<file path="config.mk">
export PLATFORM = sky130hd
export DESIGN_NAME = overdrive_multimode
export DESIGN_NICKNAME = d
export VERILOG_FILES = /design/src/rtl/overdrive_multimode.sv
export SDC_FILE = /design/constraint.sdc
export NUM_CORES = 2
export LEC_CHECK = 0
export CAP_MARGIN = 15
export CELL_PAD_IN_SITES_DETAIL_PLACEMENT = 1
export CELL_PAD_IN_SITES_GLOBAL_PLACEMENT = 2
export CORE_MARGIN = 1
export CORE_UTILIZATION = 30
export CTS_CLUSTER_DIAMETER = 150
export DETAILED_ROUTE_END_ITERATION = 8
export PLACE_DENSITY_LB_ADDON = 0.1
export SLEW_MARGIN = 20
export SYNTH_ARGS = -nofsm -noshare
export SYNTH_HDL_FRONTEND = slang
export SYNTH_SLANG_ARGS = --single-unit
</file>
<file path="constraint.sdc">
create_clock -name clk -period 15.8 [get_ports clk]
set_input_delay 2.37 -clock clk [delete_from_list [all_inputs] [get_ports clk]]
set_output_delay 2.37 -clock clk [all_outputs]
set_load 0.005 [all_outputs]
</file>
<file path="src/rtl/overdrive_multimode.sv">
// Overdrive stage with gain slew, selectable clip curve, dry/wet mix and output saturation.
// Pipeline: S1 captures sample and gain, S2 clips the scaled sample, S3 mixes and saturates.
// Each sample's mode, threshold and mix travel down the pipe with it.
module overdrive_multimode #(
  parameter int FXP_SIZE  = 16,
  parameter int GAIN_FRAC = 4,
  parameter int GAIN_STEP = 1,
  parameter int MIX_BITS  = 8
) (
  input  logic                       clk,
  input  logic                       rst,
  input  logic                       i_valid,
  input  logic signed [FXP_SIZE-1:0] i_sample,
  input  logic [FXP_SIZE-1:0]        i_gain,
  input  logic [FXP_SIZE-2:0]        i_threshold,
  input  logic [1:0]                 i_mode,
  input  logic [MIX_BITS:0]          i_mix,
  output logic                       o_valid,
  output logic signed [FXP_SIZE-1:0] o_sample,
  output logic                       o_clip
);

  localparam int PW = 2 * FXP_SIZE;
  localparam int RW = 2 * FXP_SIZE + 1;
  localparam int MW = FXP_SIZE + MIX_BITS + 3;
  localparam logic [FXP_SIZE-1:0]          GAIN_UNITY  = FXP_SIZE'(1) << GAIN_FRAC;
  localparam logic [FXP_SIZE-1:0]          GAIN_STEP_U = FXP_SIZE'(GAIN_STEP);
  localparam logic signed [FXP_SIZE+1:0]   GAIN_STEP_S = (FXP_SIZE+2)'(GAIN_STEP);
  localparam logic [MIX_BITS:0]            MIX_FULL    = {1'b1, {MIX_BITS{1'b0}}};

  // Saturate the shifted gain product to PW signed bits (one guard bit above).
  function automatic logic signed [PW-1:0] sat_prod(input logic signed [RW-1:0] v);
    logic signed [PW-1:0] r;
    if (v[RW-1] != v[RW-2]) begin
      if (v[RW-1]) r = {1'b1, {(PW-1){1'b0}}};
      else         r = {1'b0, {(PW-1){1'b1}}};
    end else begin
      r = v[PW-1:0];
    end
    return r;
  endfunction

  // Saturate the mixed value to the output sample width.
  function automatic logic signed [FXP_SIZE-1:0] sat_out(input logic signed [MW-1:0] v);
    logic signed [FXP_SIZE-1:0] r;
    if ((&v[MW-1:FXP_SIZE-1]) || (~|v[MW-1:FXP_SIZE-1])) begin
      r = v[FXP_SIZE-1:0];
    end else if (v[MW-1]) begin
      r = {1'b1, {(FXP_SIZE-1){1'b0}}};
    end else begin
      r = {1'b0, {(FXP_SIZE-1){1'b1}}};
    end
    return r;
  endfunction

  // Stage registers
  logic                       v1_r, v2_r;
  logic signed [FXP_SIZE-1:0] x1_r, x2_r, wet2_r;
  logic [FXP_SIZE-1:0]        g1_r, gain_r;
  logic [FXP_SIZE-2:0]        thr1_r;
  logic [1:0]                 mode1_r, mode2_r;
  logic [MIX_BITS:0]          mix1_r, mix2_r;
  logic                       clip2_r;

  // Combinational nets
  logic signed [FXP_SIZE+1:0] gain_diff_s;
  logic [FXP_SIZE-1:0]        gain_next_s;
  logic signed [RW-1:0]       prod_raw_s, prod_shift_s;
  logic signed [PW-1:0]       p_s;
  logic [PW-1:0]              mag_s, t_s, half_s, hard_y_s, soft_y_s, wet_mag_s;
  logic                       hard_clip_s, soft_clip_s, clip_s, neg_s;
  logic signed [FXP_SIZE-1:0] wet_s;
  logic [MIX_BITS:0]          mix_c_s, dry_w_s;
  logic signed [MW-1:0]       acc_s, acc_shift_s;
  logic signed [FXP_SIZE-1:0] mixed_s;

  assign gain_diff_s = $signed({2'b00, i_gain}) - $signed({2'b00, gain_r});

  // Slew-limited step of the internal gain toward the requested gain.
  always_comb begin
    gain_next_s = gain_r;
    if (gain_diff_s > GAIN_STEP_S) begin
      gain_next_s = gain_r + GAIN_STEP_U;
    end else if (gain_diff_s < -GAIN_STEP_S) begin
      gain_next_s = gain_r - GAIN_STEP_U;
    end else begin
      gain_next_s = i_gain;
    end
  end

  // S1: capture sample with the gain in force before this sample's slew update.
  always_ff @(posedge clk or negedge rst) begin
    if (!rst) begin
      v1_r    <= 1'b0;
      x1_r    <= {FXP_SIZE{1'b0}};
      g1_r    <= GAIN_UNITY;
      gain_r  <= GAIN_UNITY;
      thr1_r  <= {(FXP_SIZE-1){1'b0}};
      mode1_r <= 2'd0;
      mix1_r  <= {(MIX_BITS+1){1'b0}};
    end else begin
      v1_r <= i_valid;
      if (i_valid) begin
        x1_r    <= i_sample;
        g1_r    <= gain_r;
        gain_r  <= gain_next_s;
        thr1_r  <= i_threshold;
        mode1_r <= i_mode;
        mix1_r  <= i_mix;
      end
    end
  end

  assign prod_raw_s   = RW'(x1_r) * RW'($signed({1'b0, g1_r}));
  assign prod_shift_s = prod_raw_s >>> GAIN_FRAC;
  assign p_s          = sat_prod(prod_shift_s);
  assign neg_s        = p_s[PW-1];
  assign mag_s        = neg_s ? $unsigned(PW'(0) - p_s) : $unsigned(p_s);

  // Clip curves evaluated on magnitude; sign restored afterwards.
  always_comb begin
    t_s         = PW'(thr1_r);
    half_s      = t_s >> 1;
    hard_y_s    = mag_s;
    hard_clip_s = 1'b0;
    soft_y_s    = mag_s;
    soft_clip_s = 1'b0;
    wet_mag_s   = {PW{1'b0}};
    clip_s      = 1'b0;
    if (mag_s > t_s) begin
      hard_y_s    = t_s;
      hard_clip_s = 1'b1;
    end else begin
      hard_y_s    = mag_s;
      hard_clip_s = 1'b0;
    end
    if (mag_s <= half_s) begin
      soft_y_s    = mag_s;
      soft_clip_s = 1'b0;
    end else if (mag_s < (t_s + half_s)) begin
      soft_y_s    = half_s + ((mag_s - half_s) >> 1);
      soft_clip_s = 1'b1;
    end else begin
      soft_y_s    = t_s;
      soft_clip_s = 1'b1;
    end
    case (mode1_r)
      2'd1: begin
        wet_mag_s = hard_y_s;
        clip_s    = hard_clip_s;
      end
      2'd2: begin
        wet_mag_s = soft_y_s;
        clip_s    = soft_clip_s;
      end
      2'd3: begin
        if (neg_s) begin
          wet_mag_s = soft_y_s;
          clip_s    = soft_clip_s;
        end else begin
          wet_mag_s = hard_y_s;
          clip_s    = hard_clip_s;
        end
      end
      default: begin
        wet_mag_s = {PW{1'b0}};
        clip_s    = 1'b0;
      end
    endcase
    if (neg_s) begin
      wet_s = FXP_SIZE'(0) - $signed(wet_mag_s[FXP_SIZE-1:0]);
    end else begin
      wet_s = $signed(wet_mag_s[FXP_SIZE-1:0]);
    end
  end

  // S2: hold dry sample, clipped wet sample and clip flag.
  always_ff @(posedge clk or negedge rst) begin
    if (!rst) begin
      v2_r    <= 1'b0;
      x2_r    <= {FXP_SIZE{1'b0}};
      wet2_r  <= {FXP_SIZE{1'b0}};
      clip2_r <= 1'b0;
      mode2_r <= 2'd0;
      mix2_r  <= {(MIX_BITS+1){1'b0}};
    end else begin
      v2_r <= v1_r;
      if (v1_r) begin
        x2_r    <= x1_r;
        wet2_r  <= wet_s;
        clip2_r <= clip_s;
        mode2_r <= mode1_r;
        mix2_r  <= mix1_r;
      end
    end
  end

  assign mix_c_s     = (mix2_r > MIX_FULL) ? MIX_FULL : mix2_r;
  assign dry_w_s     = MIX_FULL - mix_c_s;
  assign acc_s       = MW'(x2_r) * MW'($signed({1'b0, dry_w_s}))
                     + MW'(wet2_r) * MW'($signed({1'b0, mix_c_s}));
  assign acc_shift_s = acc_s >>> MIX_BITS;
  assign mixed_s     = sat_out(acc_shift_s);

  // S3: registered outputs; bypass mode passes the dry sample untouched.
  always_ff @(posedge clk or negedge rst) begin
    if (!rst) begin
      o_valid  <= 1'b0;
      o_sample <= {FXP_SIZE{1'b0}};
      o_clip   <= 1'b0;
    end else begin
      o_valid <= v2_r;
      if (v2_r) begin
        if (mode2_r == 2'd0) begin
          o_sample <= x2_r;
          o_clip   <= 1'b0;
        end else begin
          o_sample <= mixed_s;
          o_clip   <= clip2_r;
        end
      end
    end
  end

endmodule

</file>
==> metrics <==
Syn Area/Cell 8.96 µm²; Initial DRC Count 1004; commonest non-fill, non-tap cells in the layout inv_1, fa_1, nand2_1, ha_1, and2_1; total CTS buffers 17; Crit path largest cell delay 0.91 ns; filler instances 11700; Worst Hold Class flip-flop to flip-flop; ys async rst share 100%; Final #Nets 4278; grt ovf 0; Slew @ Worst Pin 1.12 ns; Cell Rows 116; drt pass-1 iters 6; Critical Path RT 16.19 ns; DRC 0; Die X 322 µm; kind of critical path flip-flop to flip-flop; top post-synthesis cells by area fa_1, ha_1, dfrtp_1; cts hold-fix bufs 0; RSZ-0062 raised after global routing false; Critical Path Stages 37; die area 104000 µm²; Crit path max-delay family compound AO/OA/AOI/OAI gates; hold path depth 1; CTS tree yes; DPL Wire Length 82.7 mm; # clock sinks 138; Max Slew Vio Count 0; Yosys reg bits 138; dpl ws 2.70 ns; status finished, final reports clean; Post-Synthesis Cells 3425; final period utilization 82.9%; worst path bufs/invs 3; clock skew 0.0184 ns; area leader, netlist fa_1; Buffers on Ports 78; Initial Util 30.5%; Slew headroom 24.8%; crit path time final 13.10 ns; CP max FO 18; Post-synth EDFFs 0; die height 322 µm; antenna-violating nets left 0; Final Hold Slack 0.505 ns; initial antenna violation count 0; WL per Instance 21.0 µm; Multi-input gate area 24400 µm²; crit-path most repeated cell fa_1; clk_lat worst skew 0.51 ns; routability-driven placement congestion ratio 0.834; crit path DAT 13.49 ns; post-synth top area share 32.3%; CTS root buf clkbuf_16; setup_tns 0 ns; Setup WS post-layout 2.70 ns; Via density 4.92; # setup viols final 0; Yosys cell types 93; Area Growth Syn to Fin 9.22%; Reg area 3460 µm²; CORE AREA 101000 µm²; sequential area share after synthesis 11.3%; Reg clk slew, reported paths 0.06 ns; vias in the first global route 26500; ys flop type dfrtp_1; syn_nets 4292; via count 23500; layout cells sized above 1 5.90%; Crit-path slowest cell dfrtp_1; I/O pin cnt 79; gr usage total 20.2%; FMAX 76.3 MHz; Fin. Hold Viols 0; max-cap violations 0; Mapped Area 30700 µm²; post-CTS setup buffer count 0; largest net degree at the start of global routing 89; endpoint type of the worst setup path flip-flop; R2R depth 37; clk buf depth 2; global-route wire length before repair 161 mm; Syn. warnings 0; H-Tree Depth 4; most common cell after layout, fill and taps aside inv_1; CTS resizes 0; Routed WL 100 mm; Startpoint Class flip-flop
-- worst paths after layout --
kind,startpoint,end,slack [ns]
setup / recovery,x1_r[8],wet2_r[12],2.70
hold / removal,mix2_r[1],mix2_r[1],0.50
setup reg to reg,x1_r[8],wet2_r[12],2.70
hold reg to reg,mix2_r[1],mix2_r[1],0.50
max in group asynchronous,rst,v1_r,12.41
min in group asynchronous,rst,gain_r[15],1.96
-- area by class of cell --
class                      count  area share [%]
timing repair buffer         114            3.13
inverter                     627            7.02
tap                         1357            5.06
multi-input combinational   2513            72.7
clock inverter                12           0.411
clock buffer                  20            1.33
antenna                        2          0.0149
sequential                   138            10.3
-- worst register-to-register path: cells and delay by family, from the launching register on --
family	cells	cell delay, ns
XOR/XNOR	2	0.80
multiplexers	1	0.27
AO/OA/AOI/OAI	16	5.52
buffers and inverters	3	0.15
AND/OR/NAND/NOR	6	1.17
flip-flops	1	0.91
adder cells (fa/ha/maj)	9	4.15
-- metrics by stage --
step	util (%)	cell area (µm²)	cells
floorplan	-	30700	3425
global placement	32.7	32900	4749
detailed placement	32.7	32900	4749
CTS	33.3	33500	4781
global route	33.3	33500	4781
finish	33.3	33500	4783
-- cell usage after synthesis (23+ instances only) --
library cell and instances:
clkbuf_1 121, inv_1 626, nor3_1 35, o21ai_0 106, o22ai_1 30, a21o_1 29, nand2_1 393, xor2_1 39
ha_1 311, nand4_1 27, o21a_1 25, fa_1 495, a31oi_1 23, nor2_1 97, a21oi_1 111, nor2b_1 33
and2_1 243, xnor2_1 90, dfrtp_1 136, mux2_2 84, nand3_1 47
-- state kept, by name, summed over array words and instances, names as in the netlist, 2 cells and up --
| name | flops |
|---|---|
| x1_r | 16 |
| mix1_r | 9 |
| g1_r | 16 |
| x2_r | 16 |
| mode2_r | 2 |
| wet2_r | 16 |
| mix2_r | 9 |
| o_sample | 16 |
| thr1_r | 15 |
| mode1_r | 2 |
| gain_r | 16 |
-- cells by family (layout without fill, tap and decap cells) --
kind of cell / count (synthesis) / after routing / share of synthesized area, %
multiplexers: 97 / 97 / 3.53
other: 0 / 2 / 0
flip-flops: 138 / 138 / 11.3
AO/OA/AOI/OAI: 511 / 511 / 11.3
adder cells (fa/ha/maj): 806 / 806 / 45.0
AND/OR/NAND/NOR: 970 / 970 / 15.7
buffers and inverters: 774 / 773 / 9.55
XOR/XNOR: 129 / 129 / 3.68
-- routing by layer --
layer	up-vias	track usage, %	wire [µm]
met5	-	0	0
met4	0	3.08	934
met3	43	2.21	2150
met2	223	33.3	47100
met1	12300	28.9	50100
li1	11000	-	-
Power is left out: the tool's default activity adds up to more than one toggle a clock period on the data nets, which glitch-free logic cannot reach.
